**config.mk**
```make
export PLATFORM = sky130hd
export DESIGN_NAME = alu_op_sequencer
export DESIGN_NICKNAME = d
export VERILOG_FILES = /design/src/rtl/alu_seq_pkg.sv /design/src/rtl/alu_btn_debounce.sv /design/src/rtl/alu_op_sequencer.sv
export SDC_FILE = /design/constraint.sdc
export NUM_CORES = 1
export LEC_CHECK = 0
export CAP_MARGIN = 25
export CORE_MARGIN = 3
export CORE_UTILIZATION = 53
export CTS_CLUSTER_DIAMETER = 120
export DETAILED_ROUTE_END_ITERATION = 10
export DONT_BUFFER_PORTS = 1
export GPL_ROUTABILITY_DRIVEN = 1
export PLACE_DENSITY = 0.68
export SYNTH_ARGS = -nofsm -noshare
export SYNTH_HDL_FRONTEND = slang
export SYNTH_SLANG_ARGS = --single-unit
```
**constraint.sdc**
```tcl
create_clock -name clk -period 2.8 [get_ports clk]
set_clock_uncertainty 0.2 [all_clocks]
set_input_delay 0.56 -clock clk [delete_from_list [all_inputs] [get_ports clk]]
set_output_delay 0.56 -clock clk [all_outputs]
set_load 0.005 [all_outputs]
```
**src/rtl/alu_seq_pkg.sv**
```systemverilog
// Shared types for the ALU op sequencer: op encoding, FSM states and ALU result bundle.
package alu_seq_pkg;

  typedef enum logic [2:0] {
    OP_ADD  = 3'b000,
    OP_SUB  = 3'b001,
    OP_NOTA = 3'b010,
    OP_AND  = 3'b011,
    OP_OR   = 3'b100,
    OP_XOR  = 3'b101,
    OP_SLT  = 3'b110,
    OP_EQ   = 3'b111
  } alu_op_e;

  typedef enum logic [1:0] {
    ST_IDLE,
    ST_LOAD,
    ST_EXEC,
    ST_DONE
  } seq_state_e;

  localparam logic [2:0] OP_MAX = 3'b111;
  localparam logic [2:0] OP_MIN = 3'b000;

  typedef struct packed {
    logic [3:0] result;
    logic       carry;
    logic       zero;
    logic       overflow;
  } alu_out_t;

endpackage

```
**src/rtl/alu_btn_debounce.sv**
```systemverilog
// Button conditioner: 2-flop synchronizer, stable-high counter, single-cycle pulse
// on each accepted press.
module alu_btn_debounce #(
  parameter int DEBOUNCE_CYCLES = 4
) (
  input  logic clk,
  input  logic rst,
  input  logic i_btn,
  output logic o_pulse
);

  localparam int CW = $clog2(DEBOUNCE_CYCLES + 1);

  logic          r_sync1;
  logic          r_sync2;
  logic [CW-1:0] r_cnt;
  logic          r_pulse;

  // Counter saturates at DEBOUNCE_CYCLES so a held button fires only once;
  // any low sample restarts the count.
  always_ff @(posedge clk) begin
    if (rst) begin
      r_sync1 <= 1'b0;
      r_sync2 <= 1'b0;
      r_cnt   <= '0;
      r_pulse <= 1'b0;
    end else begin
      r_sync1 <= i_btn;
      r_sync2 <= r_sync1;
      r_pulse <= 1'b0;
      if (!r_sync2) begin
        r_cnt <= '0;
      end else if (r_cnt != CW'(DEBOUNCE_CYCLES)) begin
        r_cnt <= r_cnt + 1'b1;
        if (r_cnt == CW'(DEBOUNCE_CYCLES - 1)) r_pulse <= 1'b1;
      end
    end
  end

  assign o_pulse = r_pulse;

endmodule

```
**src/rtl/alu_op_sequencer.sv**
```systemverilog
// Button-selected ALU operation sequencer: IDLE -> LOAD -> EXEC -> DONE per start request.
module alu_op_sequencer
  import alu_seq_pkg::*;
#(
  parameter int DEBOUNCE_CYCLES = 4
) (
  input  logic       clk,
  input  logic       rst,
  input  logic       btn_up,
  input  logic       btn_down,
  input  logic       start,
  input  logic [3:0] a,
  input  logic [3:0] b,
  output logic [2:0] op,
  output logic       busy,
  output logic       done,
  output logic [3:0] result,
  output logic       carry,
  output logic       zero,
  output logic       overflow
);

  seq_state_e r_state;
  seq_state_e w_next;
  logic [2:0] r_op;
  logic [3:0] r_a;
  logic [3:0] r_b;
  alu_op_e    r_op_lat;
  logic [3:0] r_result;
  logic       r_carry;
  logic       r_zero;
  logic       r_overflow;
  logic       w_up;
  logic       w_down;
  alu_out_t   w_alu;

  function automatic alu_out_t alu_eval(input alu_op_e f_op, input logic [3:0] f_a,
                                        input logic [3:0] f_b);
    alu_out_t   o;
    logic [4:0] sum;
    o   = '0;
    sum = '0;
    case (f_op)
      OP_ADD: begin
        sum        = {1'b0, f_a} + {1'b0, f_b};
        o.result   = sum[3:0];
        o.carry    = sum[4];
        o.overflow = (f_a[3] == f_b[3]) && (sum[3] != f_a[3]);
      end
      OP_SUB: begin
        sum        = {1'b0, f_a} + {1'b0, ~f_b} + 5'd1;
        o.result   = sum[3:0];
        o.carry    = sum[4];
        o.overflow = (f_a[3] != f_b[3]) && (sum[3] != f_a[3]);
      end
      OP_NOTA: o.result = ~f_a;
      OP_AND:  o.result = f_a & f_b;
      OP_OR:   o.result = f_a | f_b;
      OP_XOR:  o.result = f_a ^ f_b;
      OP_SLT:  o.result = {3'b000, $signed(f_a) < $signed(f_b)};
      OP_EQ:   o.result = {3'b000, f_a == f_b};
      default: o.result = '0;
    endcase
    o.zero = (o.result == 4'b0000);
    return o;
  endfunction

  alu_btn_debounce #(.DEBOUNCE_CYCLES(DEBOUNCE_CYCLES)) u_deb_up (
    .clk     (clk),
    .rst     (rst),
    .i_btn   (btn_up),
    .o_pulse (w_up)
  );

  alu_btn_debounce #(.DEBOUNCE_CYCLES(DEBOUNCE_CYCLES)) u_deb_down (
    .clk     (clk),
    .rst     (rst),
    .i_btn   (btn_down),
    .o_pulse (w_down)
  );

  assign w_alu = alu_eval(r_op_lat, r_a, r_b);

  always_ff @(posedge clk) begin
    if (rst) r_state <= ST_IDLE;
    else     r_state <= w_next;
  end

  always_comb begin
    w_next = r_state;
    busy   = 1'b1;
    done   = 1'b0;
    case (r_state)
      ST_IDLE: begin
        busy = 1'b0;
        if (start) w_next = ST_LOAD;
      end
      ST_LOAD: w_next = ST_EXEC;
      ST_EXEC: w_next = ST_DONE;
      ST_DONE: begin
        done   = 1'b1;
        w_next = ST_IDLE;
      end
      default: w_next = ST_IDLE;
    endcase
  end

  // Simultaneous up/down cancel; events arriving while busy are dropped.
  always_ff @(posedge clk) begin
    if (rst) begin
      r_op <= OP_MIN;
    end else if (!busy) begin
      if (w_up && !w_down && r_op != OP_MAX)
        r_op <= r_op + 3'd1;
      else if (w_down && !w_up && r_op != OP_MIN)
        r_op <= r_op - 3'd1;
    end
  end

  always_ff @(posedge clk) begin
    if (rst) begin
      r_a        <= '0;
      r_b        <= '0;
      r_op_lat   <= OP_ADD;
      r_result   <= '0;
      r_carry    <= 1'b0;
      r_zero     <= 1'b0;
      r_overflow <= 1'b0;
    end else begin
      if (r_state == ST_LOAD) begin
        r_a      <= a;
        r_b      <= b;
        r_op_lat <= alu_op_e'(r_op);
      end
      if (r_state == ST_EXEC) begin
        r_result   <= w_alu.result;
        r_carry    <= w_alu.carry;
        r_zero     <= w_alu.zero;
        r_overflow <= w_alu.overflow;
      end
    end
  end

  assign op       = r_op;
  assign result   = r_result;
  assign carry    = r_carry;
  assign zero     = r_zero;
  assign overflow = r_overflow;

endmodule

```
==> results.ini, run 1 <==
[run_status]
run_status=finished, final reports clean

[synth]
ys_seq_elements=35
syn_nets=275
synth_cell_types=52
yosysTopAreaCell=dfxtp_1
syn_avg_cell_area_um2=8.88
synth-async-reset-ratio_pct=0
synthFlopType=dfxtp_1
ys_seq_area_share_pct=33.3
synthMostInstantiatedCell=dfxtp_1
yosys-top-cells-area=dfxtp_1, ha_1, mux2i_1, nor2_1, inv_1
yosys_warnings=0
yosys-top-cells-count=dfxtp_1, nor2_1, inv_1
synth_area_um2=2100
synth_top_cell_area_share_pct=33.3
postSynthCellCount=237
synth_edf_count=0

[global_routing]
grt_usage_pct=17.3
grt-ovfl-total=0
grt_pass1_vias=1463
antenna_found_initial=0
grt_pass1_wl_um=6770
grt_max_degree=27

[sta]
hold_viol_final=0
rsz0062_at_grt=no
fmax_mhz=409
tightest_slew_ns=0.811
tns_ns=0
relSlewSlack_pct=45.9
min_period_ns=2.45
slew_viol_final=0
period_share_pct=87.4
setup_viol_count_final=0

[setup_path]
crit-reg2reg-launch=r_a[0]
cp.buffers_inverters=2
critPathSlowestCell=fa_1
critPathKind=register to register
worstPathCellList=inv_1 -> ha_1 -> inv_1 -> fa_1 -> nor2b_1 -> or4_1 -> a21o_1 -> a211oi_1 -> o21a_1
crit_path_start=r_a[0]
endpoint=result[0]
cp.required_ns=2.83
reg2reg_to=result[0]
path_delay_family=adder cells
max_stage_delay_ns=0.41
reg2regPathDepth=9
cp-end-kind=register
cp.depth=9
crit_path_frequent_cell=inv_1
reg2reg_slack_ns=0.35
cp.arrival_ns=2.48
worst-path-max-fanout=4
start_kind=register

[layout]
area_growth_pct=5.71
nets=271
insertedDiodeCount=0
post-route-util_pct=59.4
postLayoutCellArea_um2=2220
drive_gt1_share_pct=7.69
fill_cells=361

[pwr]
p_sw_share_pct=34.5
p_int_mw=1.16
cellPowerDensity_nw_per_um2=794
power_frac_clock_pct=26.6
leakage_nw=0.886
p_seq_share_pct=35.9
ir_worst_vdd_mv=0.523
p_switching_uw=609
pwr-share-comb_pct=37.4

[drt]
vias=1527
drt_pass1_iterations=4
vias_per_cell=5.41
wire_per_inst_um=13.6
drc=0
ant_nets=0
drt-initial-drc-count=68
wirelength_um=3840

[run]
drv_cap=0

[die]
core_um2=3740
dieArea_um2=4760
io_pins=25
rows=22
die_width_um=69.0
start_util_pct=56.2
die_h_um=69.0

[clocking]
cts_made_buffers=5
cts.sinks=35
clock_latency_ns=0.28
clockRootBuffer=clkbuf_8
clock_path_buffers=2
clk_pin_slew_ns=0.07
htree_levels=2
post_cts_buffers=0
postCtsHoldBufs=0
ctsResizeCount=0
cts_tree=yes

[placement]
place_congestion=0.787
hpwl_um=2830
io_buffer_count=0
placed_cell_area_um2=2110

[hold_path]
holdCritPathClass=primary input to register

power groups by stage:
stage / Clock (mW) / Sequential, mW / Combinational (mW)
finish: 0.471 / 0.635 / 0.661
global route: 0.502 / 0.649 / 0.747
CTS: 0.479 / 0.637 / 0.660
detailed placement: 0 / 0.648 / 0.657
global placement: 0 / 0.646 / 0.658
floorplan: 0 / 0.629 / 0.569
worst reg2reg max path: cells and delay by family (launching register included):
| family | cells | cell delay [ns] |
|---|---|---|
| AND/OR/NAND/NOR | 2 | 0.57 |
| flip-flops | 1 | 0.34 |
| adder cells (fa/ha/maj) | 2 | 0.59 |
| AO/OA/AOI/OAI | 3 | 0.56 |
| buffers and inverters | 2 | 0.14 |
through the flow:
step                      power (mW)  instances  hold WS [ns]  setup slack (ns)
after global routing            1.90        282         0.122             0.191
after detailed placement        1.30        274         0.242             0.377
after floorplan                 1.20        237         0.214             0.524
after CTS                       1.78        282         0.128             0.355
after global placement          1.30        274         0.224             0.404
final                           1.77        282         0.137             0.353
layer usage:
metal,GRT usage [%],wire [um]
met1,25.4,2090
met2,24.0,1540
met3,4.96,155
met4,5.86,51
met5,0,0
worst min-delay path by stage:
stage	from	depth (start not counted)	endpoint
after floorplan	u_deb_down.r_sync1	1	u_deb_down.r_sync2
after global placement	u_deb_down.r_sync1	1	u_deb_down.r_sync2
after detailed placement	u_deb_up.r_sync1	1	u_deb_up.r_sync2
after CTS	rst	1	u_deb_down.r_sync1
after global routing	rst	1	u_deb_down.r_sync1
final	rst	1	carry
state kept, by name, summed over array words and instances, names as in the netlist, 2 cells and up:
name              cells
op                    3
r_a                   4
r_b                   4
r_op_lat              3
r_state               2
result                4
u_deb_down.r_cnt      3
u_deb_up.r_cnt        3
logic make-up (layout without fill, tap and decap cells):
group	count (synthesis)	in the layout	synth area share, %
AOI/OAI and AO/OA	43	43	15.3
xor gates and xnor gates	5	5	2.08
adders and majority gates	25	25	15.9
buffers and inverters	37	34	7.37
DFF	35	35	33.3
muxes	13	13	6.78
and+or+nand+nor	79	79	19.2
cells in the final DEF (no fill, tap or decap), drive strengths merged, types with 2 or more instances in the layout:
master  count
nand2b      3
and4        2
nor4        3
ha         22
mux2i      12
a31oi       2
nor2       27
a21o        2
clkinv      2
o211a       2
a211oi      6
nand2      13
inv        25
or3         4
nor3        3
nand3       8
o21ai       5
clkbuf      6
dfxtp      35
and3        2
xnor2       4
o32ai       3
nor3b       2
a21oi      13
nor2b       7
fa          3
final cells by class:
type                            count  area [um2]  area share [%]
Multi-Input combinational cell    165        1250            56.1
Sequential cell                    35         701            31.5
Inverter                           26        97.6            4.39
Clock buffer                        6        82.6            3.71
Tap cell                           48        60.1            2.70
Clock inverter                      2        35.0            1.57
Note: power is estimated with default switching activity, not from simulation.
==> run 2, diff against run 1 <==
--- a/config.mk
+++ b/config.mk
@@ -13,6 +13,7 @@
 export DONT_BUFFER_PORTS = 1
 export GPL_ROUTABILITY_DRIVEN = 1
 export PLACE_DENSITY = 0.68
+export RECOVER_POWER = 50
 export SYNTH_ARGS = -nofsm -noshare
 export SYNTH_HDL_FRONTEND = slang
 export SYNTH_SLANG_ARGS = --single-unit
==> constraint.sdc (replaced) <==
create_clock -name clk -period 2.54 [get_ports clk]
set_clock_uncertainty 0.2 [all_clocks]
set_input_delay 0.508 -clock clk [delete_from_list [all_inputs] [get_ports clk]]
set_output_delay 0.508 -clock clk [all_outputs]
set_load 0.005 [all_outputs]
==> run 2 against run 1 <==
Against the previous run:
- sequential power is 8.2% higher
- clock power up 8.3%
- worst setup slack got worse by 0.27 ns
- sequential share of layout area shrank 0.52 points
- die area unchanged
- wire length is 8.5% higher
- register-to-register slack worse by 0.27 ns
- total power is 12% higher
- global-route usage up 0.67 points
- flip-flop and latch count unchanged
- via count increased by 3.7%
- critical path depth unchanged
==> results.ini, run 2 (synthesis results as in run 1) <==
[placement]
placed_cell_area_um2=2140  ; was 2110 um2
io_buffer_count=0  ; unchanged
hpwl_um=3050  ; was 2830 um
place_congestion=0.883  ; was 0.787
place_inst=279  ; was 274
pre_cts_slack_ns=0.104  ; was 0.377 ns

[drt]
wirelength_um=4160  ; was 3840 um
drt_pass1_iterations=4  ; unchanged
top_layer=met4  ; unchanged
routed-wl-met3_um=192  ; was 155 um
wire_per_inst_um=14.5  ; was 13.6 um
drt-initial-drc-count=84  ; was 68
vias_per_cell=5.52  ; was 5.41
ant_nets=0  ; unchanged
vias=1583  ; was 1527
drc=0  ; unchanged
wl_met2_um=1830  ; was 1540 um
wl_met1_um=2120  ; was 2090 um

[layout]
postLayoutCellArea_um2=2260  ; was 2220 um2
nets=276  ; was 271
area_growth_pct=7.49  ; was 5.71%
drive_gt1_share_pct=10.0  ; was 7.69%
layout.cells.non_filler=287  ; was 282
post-route-util_pct=60.4  ; was 59.4%
final_common_cell=dfxtp_1  ; unchanged
insertedDiodeCount=0  ; unchanged
layout_common_cells=dfxtp_1, nor2_1, inv_1, ha_1  ; unchanged

[run_status]
run_status=finished, final reports clean  ; unchanged

[die]
dieArea_um2=4760  ; unchanged
die_h_um=69.0  ; unchanged
core_um2=3740  ; unchanged
io_pins=25  ; unchanged
die_width_um=69.0  ; unchanged
start_util_pct=56.2  ; unchanged
rows=22  ; unchanged

[sta]
slew_viol_final=0  ; unchanged
fmax_mhz=408  ; was 409 MHz
rsz0062_at_grt=no  ; unchanged
worst_slack_ns=0.0883  ; was 0.353 ns
period_share_pct=96.5  ; was 87.4%
tns_ns=0  ; unchanged
tightest_slew_ns=0.681  ; was 0.811 ns
min_period_ns=2.45  ; about the same
hold_viol_final=0  ; unchanged
setup_viol_count_final=0  ; unchanged
hold_slack_ns=0.0821  ; was 0.137 ns
relSlewSlack_pct=54.6  ; was 45.9%

[global_routing]
grt_pass1_wl_um=7070  ; was 6770 um
grt_pass1_vias=1468  ; was 1463
grt-ovfl-total=0  ; unchanged
grt_usage_pct=18.0  ; was 17.3%
grt_max_degree=26  ; was 27
antenna_found_initial=0  ; unchanged

[setup_path]
start_kind=register  ; unchanged
cp.required_ns=2.57  ; was 2.83 ns
worst-path-max-fanout=4  ; unchanged
critPathKind=register to register  ; unchanged
cp-end-kind=register  ; unchanged
cp.arrival_ns=2.49  ; was 2.48 ns

[clocking]
clock_latency_ns=0.29  ; was 0.28 ns
post_cts_buffers=0  ; unchanged
postCtsHoldBufs=0  ; unchanged
clockRootBuffer=clkbuf_8  ; unchanged
cts.sinks=35  ; unchanged
clk_pin_slew_ns=0.08  ; was 0.07 ns
htree_levels=2  ; unchanged
cts_made_buffers=5  ; unchanged
clock_path_buffers=2  ; unchanged
cts_tree=yes  ; unchanged

[hold_path]
holdCritPathClass=primary input to register  ; unchanged

[pwr]
leakage_nw=0.910  ; was 0.886 nW
totalPowerFinal_mw=1.98  ; was 1.77 mW
ir_worst_vdd_mv=0.750  ; was 0.523 mV
cellPowerDensity_nw_per_um2=874  ; was 794 nW/um2

[run]
drv_cap=0  ; unchanged

==> run 2: cell count changes in the layout (fill, tap and decap cells not counted) <==
| cell | previous run | this run |
|---|---|---|
| a211oi_1 | 5 | 4 |
| clkbuf_8 | 6 | 5 |
| buf_4 | 0 | 5 |
| a211oi_2 | 1 | 2 |
| clkinv_4 | 0 | 1 |
==> run 2: worst paths after layout <==
kind                   endpoint  depth (start not counted)                from  slack [ns]
min                      r_b[3]                          1                 rst        0.08
max reg2reg           result[0]                          9              r_a[0]        0.09
max                   result[0]                          9              r_a[0]        0.09
min reg2reg  u_deb_down.r_sync2                          1  u_deb_down.r_sync1        0.24
==> run 2: power breakdown <==
part	total (mW)	switching, mW	internal [mW]	leakage, nW
combinational	0.779	0.423	0.356	0.568
sequential	0.687	0.0616	0.625	0.285
clock	0.510	0.217	0.292	0.0581
total	1.98	0.702	1.27	0.910
==> run 2: layout make-up <==
type                       count  area [um2]
clock inverter                 3        43.8
clock buffer                   5        68.8
multi-input combinational    165        1250
fill                         353        1480
timing repair buffer           5        37.5
tap                           48        60.1
inverter                      26        97.6
sequential                    35         701
==> run 2: timing repair <==
action | 4_1_cts | 5_1_grt
endpoints found under the hold margin | 0 | 0
gates resized for setup | 0 | 1
setup endpoints to repair | 0 | 1
==> run 2: layer usage <==
layer  global-route usage, %  vias up
met5                       0        -
met4                    4.77        0
met3                    5.54        4
met2                    26.1       36
met1                    25.8      726
li1                        -      817
==> run 2: critical path, stage by stage (launching register included) <==
cell and delay (ns):
dfxtp_1 0.34, inv_1 0.09, ha_1 0.19, inv_1 0.06
fa_1 0.42, nor2b_1 0.16, or4_1 0.39, a21o_1 0.21
a211oi_2 0.19, o21a_1 0.14
==> run 3, diff against run 2 <==
--- a/config.mk
+++ b/config.mk
@@ -7,12 +7,11 @@
 export LEC_CHECK = 0
 export CAP_MARGIN = 25
 export CORE_MARGIN = 3
-export CORE_UTILIZATION = 53
+export CORE_UTILIZATION = 50
 export CTS_CLUSTER_DIAMETER = 120
 export DETAILED_ROUTE_END_ITERATION = 10
 export DONT_BUFFER_PORTS = 1
 export GPL_ROUTABILITY_DRIVEN = 1
-export PLACE_DENSITY = 0.68
 export RECOVER_POWER = 50
 export SYNTH_ARGS = -nofsm -noshare
 export SYNTH_HDL_FRONTEND = slang
==> constraint.sdc (replaced) <==
create_clock -name clk -period 2.54 [get_ports clk]
set_clock_uncertainty 0.2 [all_clocks]
set_input_delay 0.508 -clock clk [delete_from_list [all_inputs] [get_ports clk]]
set_output_delay 0.508 -clock clk [all_outputs]
set_load 0.1 [all_outputs]
==> run 3 against run 2 <==
Against the previous run:
- sequential share of layout area fell by 0.39 points
- utilization fell by 0.98 points
- final cell count rose by 3.5%
- critical path type unchanged
==> results.ini, run 3 (synthesis results as in run 1) <==
[pwr]
p_switching_uw=998  ; was 702 uW
pwr-share-comb_pct=50.3  ; was 39.4%
p_sw_share_pct=45.7  ; was 35.5%
cellPowerDensity_nw_per_um2=954  ; was 874 nW/um2
leakage_nw=0.918  ; was 0.910 nW
p_seq_share_pct=31.3  ; was 34.8%
p_int_mw=1.19  ; was 1.27 mW
power_frac_clock_pct=18.4  ; was 25.8%
totalPowerFinal_mw=2.19  ; was 1.98 mW
ir_worst_vdd_mv=0.529  ; was 0.750 mV

[setup_path]
critPathSlowestCell=fa_1  ; unchanged
cp.arrival_ns=2.47  ; was 2.49 ns
max_stage_delay_ns=0.41  ; was 0.42 ns
cp.required_ns=2.58  ; was 2.57 ns
start_kind=register  ; unchanged
crit_path_start=r_a[0]  ; unchanged
path_delay_family=adder cells  ; unchanged
cp.buffers_inverters=2  ; unchanged
crit_path_frequent_cell=inv_1  ; unchanged
worstPathCellList=inv_1 -> ha_1 -> inv_1 -> fa_1 -> nor2b_1 -> or4_1 -> a21o_1 -> a211oi_2 -> o21a_1  ; unchanged
cp-end-kind=register  ; unchanged
crit-reg2reg-launch=r_a[0]  ; unchanged
critPathKind=register to register  ; unchanged
worst-path-max-fanout=4  ; unchanged

[sta]
setup_viol_count_final=0  ; unchanged
tns_ns=0  ; unchanged
hold_viol_final=0  ; unchanged
relSlewSlack_pct=18.2  ; was 54.6%
hold_slack_ns=0.0783  ; was 0.0821 ns
fmax_mhz=411  ; was 408 MHz
slew_viol_final=0  ; unchanged
tightest_slew_ns=1.23  ; was 0.681 ns
worst_slack_ns=0.109  ; was 0.0883 ns
period_share_pct=95.7  ; was 96.5%
min_period_ns=2.43  ; was 2.45 ns

[drt]
vias_per_cell=5.62  ; was 5.52
drt_pass1_iterations=5  ; was 4
wirelength_um=4430  ; was 4160 um
ant_nets=0  ; unchanged
drc=0  ; unchanged
drt-initial-drc-count=97  ; was 84
wire_per_inst_um=14.9  ; was 14.5 um
vias=1669  ; was 1583

[placement]
place_congestion=0.872  ; was 0.883
hpwl_um=3310  ; was 3050 um
pre_cts_slack_ns=0.0885  ; was 0.104 ns
io_buffer_count=0  ; unchanged
placed_cell_area_um2=2220  ; was 2140 um2

[layout]
layout_common_cells=dfxtp_1, nor2_1, inv_1, ha_1  ; unchanged
nets=286  ; was 276
postLayoutCellArea_um2=2290  ; was 2260 um2
final_common_cell=dfxtp_1  ; unchanged
drive_gt1_share_pct=10.8  ; was 10.0%
area_growth_pct=8.86  ; was 7.49%
insertedDiodeCount=0  ; unchanged

[global_routing]
grt_max_degree=26  ; unchanged
grt_usage_pct=19.0  ; was 18.0%
grt_pass1_wl_um=7670  ; was 7070 um
antenna_found_initial=0  ; unchanged
grt_pass1_vias=1597  ; was 1468
grt-ovfl-total=0  ; unchanged
grt_util_met1_pct=26.1  ; was 25.8%
use_met3_pct=5.26  ; was 5.54%
grt.busiest_layer=met2  ; unchanged
grtUsageMet2_pct=29.4  ; was 26.1%

[clocking]
cts_tree=yes  ; unchanged
clock_latency_ns=0.29  ; about the same
cts_made_buffers=5  ; unchanged
clk_pin_slew_ns=0.08  ; about the same
htree_levels=2  ; unchanged
clockRootBuffer=clkbuf_8  ; unchanged
clock_path_buffers=2  ; unchanged
postCtsHoldBufs=0  ; unchanged
cts.sinks=35  ; unchanged

[hold_path]
holdCritPathClass=primary input to register  ; unchanged
hp-start=rst  ; unchanged

[die]
core_um2=3850  ; was 3740 um2
rows=22  ; unchanged
die_h_um=70.9  ; was 69.0 um
dieArea_um2=5020  ; was 4760 um2
io_pins=25  ; unchanged
start_util_pct=54.6  ; was 56.2%
die_width_um=70.9  ; was 69.0 um

[run_status]
run_status=finished, final reports clean  ; unchanged

[run]
drv_cap=0  ; unchanged

==> run 3: metrics by stage <==
stage / util (%) / instances
floorplan: - / 237
global placement: 57.6 / 289
detailed placement: 57.6 / 289
CTS: 59.8 / 297
global route: 59.4 / 297
finish: 59.4 / 297
==> run 3: power by group through the flow <==
stage | combinational, mW | clock (mW) | sequential [mW]
floorplan | 0.738 | 0 | 0.869
global placement | 1.08 | 0 | 0.693
detailed placement | 1.09 | 0 | 0.698
CTS | 1.10 | 0.416 | 0.685
global route | 1.20 | 0.442 | 0.697
finish | 1.10 | 0.401 | 0.684
==> run 3: cell type report <==
type	count	area (um2)
well taps	48	60.1
multi-input cells	165	1270
clock inverters	2	12.5
fillers	357	1560
repair buffers	15	81.3
inverters	26	97.6
clock buffers	6	72.6
flip-flops and latches	35	701
==> run 3: final timing paths <==
path                                           end  slack [ns]  cells after the start
worst max register to register           result[0]        0.11                      9
worst min register to register  u_deb_down.r_sync2        0.25                      1
worst min-delay path                         carry        0.08                      1
worst max-delay path                     result[0]        0.11                      9
==> run 3: repair_timing <==
item	4_1_cts	5_1_grt
setup endpoints to repair	0	3
setup buffers	0	0
resized for setup	0	3
==> run 3: routing by layer <==
layer	vias to the layer above	wire length, um
li1	835	-
met1	785	2060
met2	40	2030
met3	9	260
met4	0	71
met5	-	0
==> RTL change 1, RTL diff (settings of run 1) <==
`DEBOUNCE_CYCLES` is set to 4 in 2 places; all go to 8.
--- a/src/rtl/alu_btn_debounce.sv
+++ b/src/rtl/alu_btn_debounce.sv
@@ -1,7 +1,7 @@
 // Button conditioner: 2-flop synchronizer, stable-high counter, single-cycle pulse
 // on each accepted press.
 module alu_btn_debounce #(
-  parameter int DEBOUNCE_CYCLES = 4
+  parameter int DEBOUNCE_CYCLES = 8
 ) (
   input  logic clk,
   input  logic rst,
--- a/src/rtl/alu_op_sequencer.sv
+++ b/src/rtl/alu_op_sequencer.sv
@@ -2,7 +2,7 @@
 module alu_op_sequencer
   import alu_seq_pkg::*;
 #(
-  parameter int DEBOUNCE_CYCLES = 4
+  parameter int DEBOUNCE_CYCLES = 8
 ) (
   input  logic       clk,
   input  logic       rst,
Function: changed (Yosys sat finds a counterexample within 10 cycles, from zero or initial values and one cycle with rst high).
==> RTL change 1 against run 1 <==
- sequential cell count up 2
- setup slack better by 0.042 ns
- via count up 6.9%
- cell count up 4.3%
- routed wire length up 4.6%
- synthesized area up 3.4%
- power down 1.2%
- non-clock buffer count up 1
- core utilization up 0.95 points
- final area up 3.1%
==> RTL change 1: results (changes against run 1) <==
post_synth_main_area_contributors: "dfxtp_1 34%, ha_1 12%, mux2i_1 7.4%, nor2_1 5.5%, inv_1 3.3%"
n_antenna_cell: 0  # unchanged
max_slew_margin: 0.530  # +0.0718
cp_max_fo: 11  # +7
synth_common_cells: "37 x dfxtp_1, 32 x nor2_1, 20 x ha_1"
hold_path_startpoint: "rst"
leak_pwr_nw: 0.884  # -0.26%
clock_tree.buffer_depth: 2  # unchanged
h_tree_levels: 2  # unchanged
cpMaxStageDelayCell: "or4_1"
latest_clock_arrival_within_the_worst_skew_pair_ns: 0.29
syn-num-nets: 285  # +3.6%
grt_antenna_before_repair: 0  # unchanged
dr.pass1.iters: 4  # unchanged
final_layout_size_suffix_gt1_frac: 0.0488  # -0.0281
ys.flop_type: "dfxtp_1"
run_status: "complete, no violations"
grt_max_degree: 31  # +15%
dpl_cell_area_um2: 2180  # +3.3%
synth_cell_types: 55  # +5.8%
power.ir.vdd_worst_mv: 0.594  # +14%
global_route.usage.total: 0.175  # +0.00150
buffer_ports.inserted: 0  # unchanged
wirelength_mm: 4.01  # +4.6%
initialDrtViolationCount: 113  # +66%
finish.net_count: 281  # +3.7%
dp_hpwl_mm: 2.97  # +4.8%
timing.critical_path.from: "r_a[2]"
cp_slowest_stage_delay_ns: 0.49  # +0.08 ns
synthArstFlopShare: 0  # unchanged
clock_slew_seen_by_the_registers_of_the_worst_setup_and_hold_paths_ns: 0.07  # about the same
num_vias: 1633  # +6.9%
worst_hold_path_type: "input pin to register"
cts_setup_buffers: 0  # unchanged
synth_seq_area_share: 0.340  # +0.00749
critical_path.top_delay_family: "simple AND/OR/NAND/NOR gates"
clock_tree.root_cell: "clkbuf_8"
worstPathArrival_ns: 2.38  # -0.10 ns
first_pass_grt_wire_length_mm: 6.96  # +2.8%
numCtsBuffers: 5  # unchanged
synth_warnings: 0  # unchanged
via_count_of_the_first_global_routing_pass: 1484  # +1.4%
post_cts_resized: 0  # unchanged
gpl.final_weighted_congestion: 0.820  # +4.1%
-- RTL change 1: per-stage QoR --
| stage | instances | setup WS, ns |
|---|---|---|
| after floorplan | 249 | 0.605 |
| after detailed placement | 286 | 0.424 |
| after global routing | 294 | 0.213 |
| after CTS | 294 | 0.395 |
| after global placement | 286 | 0.439 |
| final | 294 | 0.396 |
-- RTL change 1: path summary, 6_finish.rpt --
kind                        end  slack (ns)  cells after the start
min                      r_b[0]        0.14                      1
min reg2reg  u_deb_down.r_sync2        0.24                      1
max reg2reg                zero        0.40                      7
max                        zero        0.40                      7
-- RTL change 1: final cells by class --
type | count | area, um^2
timing repair buffer | 1 | 7.51
inverter | 20 | 75.1
sequential | 37 | 741
clock buffer | 7 | 86.3
clock inverter | 1 | 30.0
fill | 364 | 1510
tap | 48 | 60.1
multi-input combinational | 180 | 1290
-- RTL change 1: cells by family (layout without fill, tap and decap cells) --
kind of cell / count (synthesis) / after routing / share of synthesized area
flip-flops: 37 / 37 / 0.340
multiplexers: 17 / 17 / 0.0788
adder cells (fa/ha/maj): 23 / 23 / 0.143
AO/OA/AOI/OAI: 47 / 47 / 0.148
XOR/XNOR: 7 / 7 / 0.0282
buffers and inverters: 32 / 29 / 0.0650
AND/OR/NAND/NOR: 86 / 86 / 0.197
-- RTL change 1: where the power goes --
group	internal, W	total (W)	leakage, nW	switching, W
registers	0.000593	0.000659	0.301	0.0000668
logic	0.000274	0.000617	0.525	0.000342
clock network	0.000290	0.000468	0.0585	0.000178
total	0.00116	0.00174	0.884	0.000587
-- RTL change 1: metal layers --
layer  track usage  routed length [um]  vias to the layer above
li1              -                   -                      846
met1         0.228                1850                      744
met2         0.274                1860                       38
met3        0.0633                 257                        5
met4        0.0426                  46                        0
met5             0                   0                        -
==> RTL change 2, RTL diff (settings of run 1) <==
Made on the original files. Encoding of `seq_state_e`: now Gray code (2 bits for 4 states).
--- a/src/rtl/alu_seq_pkg.sv
+++ b/src/rtl/alu_seq_pkg.sv
@@ -13,10 +13,10 @@
   } alu_op_e;
 
   typedef enum logic [1:0] {
-    ST_IDLE,
-    ST_LOAD,
-    ST_EXEC,
-    ST_DONE
+    ST_IDLE = 2'b00,
+    ST_LOAD = 2'b01,
+    ST_EXEC = 2'b11,
+    ST_DONE = 2'b10
   } seq_state_e;
 
   localparam logic [2:0] OP_MAX = 3'b111;
Behaviour: no difference found for any inputs over 10 cycles, from zero or initial values and one cycle with rst high; not proved beyond that.
==> RTL change 2 against run 1 <==
- fmax is 2.1% lower
- final area is 3.1% lower
- highest routed layer unchanged
- sequential cell count stayed put
- setup slack worse by 0.052 ns
- critical endpoint is now zero
- routed wire length is 4.9% higher
- via count is 5.3% higher
- worst hold slack worse by 0.023 ns
- synthesized area is 4.6% lower
Power is not compared: it rests on default switching activity, and its combinational part moved more than twofold at a synthesized area within 25%.
==> RTL change 2: results (changes against run 1) <==
run_status: "complete, no violations"
max_slew.worst_pin.slew_ns: 0.771  # -0.0401 ns
synth_seq_area_share: 0.349  # +0.0160
clock_tree.root_cell: "clkbuf_8"
cpMaxStageDelayCell: "or4_4"
post-place-cells: 282  # +2.9%
synth_cell_types: 44  # -15%
num_vias: 1608  # +5.3%
initialDrtViolationCount: 81  # +19%
filler_cell_count: 318  # -12%
global_route.usage.total: 0.200  # +0.0265
cp_max_fo: 6  # +2
dpl_cell_area_um2: 2030  # -3.5%
gpl.final_weighted_congestion: 0.863  # +9.6%
post_synth_main_area_contributors: "dfxtp_1 35%, ha_1 11%, nand2_1 7.3%, a21oi_1 5.0%, nor2b_1 4.4%"
pre_cts_ws_ns: 0.301  # -0.0766 ns
leak_pwr_nw: 0.805
critical_path.top_delay_family: "compound AO/OA/AOI/OAI gates"
cts_setup_buffers: 0  # unchanged
latest_clock_arrival_within_the_worst_skew_pair_ns: 0.30  # +0.02 ns
grt_max_degree: 24  # -11%
cp_slowest_stage_delay_ns: 0.55  # +0.14 ns
wl_per_cell_um: 13.9  # +2.0%
synth_common_cells: "39 x nand2_1, 35 x dfxtp_1, 23 x inv_1"
final_layout_size_suffix_gt1_frac: 0.0697  # -0.00725
numCtsBuffers: 5  # unchanged
dp_hpwl_mm: 3.02  # +6.6%
first_pass_grt_wire_length_mm: 6.69  # -1.1%
postSynthCellCount: 245  # +3.4%
synth_warnings: 0  # unchanged
clock_slew_seen_by_the_registers_of_the_worst_setup_and_hold_paths_ns: 0.08
power.ir.vdd_worst_mv: 0.346
route.detailed.vias_per_inst: 5.54  # +2.4%
via_count_of_the_first_global_routing_pass: 1372  # -6.2%
## RTL change 2: metal layers
| metal | GRT usage | wire, um | vias up |
|---|---|---|---|
| met5 | 0 | 0 | - |
| met4 | 0.0911 | 83 | 0 |
| met3 | 0.0566 | 285 | 7 |
| met2 | 0.270 | 1650 | 41 |
| met1 | 0.289 | 2010 | 732 |
| li1 | - | - | 828 |
## RTL change 2: worst paths after layout
check,cells past startpoint,slack (ns),to,from
min reg2reg,1,0.24,u_deb_down.r_sync2,u_deb_down.r_sync1
min,1,0.11,result[0],rst
max reg2reg,7,0.30,zero,r_a[1]
max,7,0.30,zero,r_a[1]
## RTL change 2: area by class of cell
cell class,count,area [um^2],share of cell area
Clock buffer,6,82.6,0.0383
Clock inverter,2,38.8,0.0180
Inverter,23,86.3,0.0401
Multi-Input combinational cell,175,1170,0.541
Sequential cell,35,701,0.325
Tap cell,46,57.6,0.0267
Timing Repair Buffer,3,22.5,0.0105
## RTL change 2: power by group through the flow
stage	combinational (W)	clock [W]	sequential, W
after detailed placement	0.000115	0	0.000536
after floorplan	0.000100	0	0.000533
after global routing	0.000131	0.000529	0.000527
final	0.000115	0.000495	0.000524
after global placement	0.000115	0	0.000535
after CTS	0.000115	0.000504	0.000524
## RTL change 2: cells by family (layout without fill, tap and decap cells)
| logic type | count (synthesis) | after routing | synth area share |
|---|---|---|---|
| adder cells (fa/ha/maj) | 21 | 21 | 0.142 |
| XOR/XNOR | 5 | 5 | 0.0218 |
| multiplexers | 1 | 1 | 0.00498 |
| flip-flops | 35 | 35 | 0.349 |
| AO/OA/AOI/OAI | 57 | 57 | 0.191 |
| AND/OR/NAND/NOR | 91 | 91 | 0.221 |
| buffers and inverters | 35 | 34 | 0.0704 |
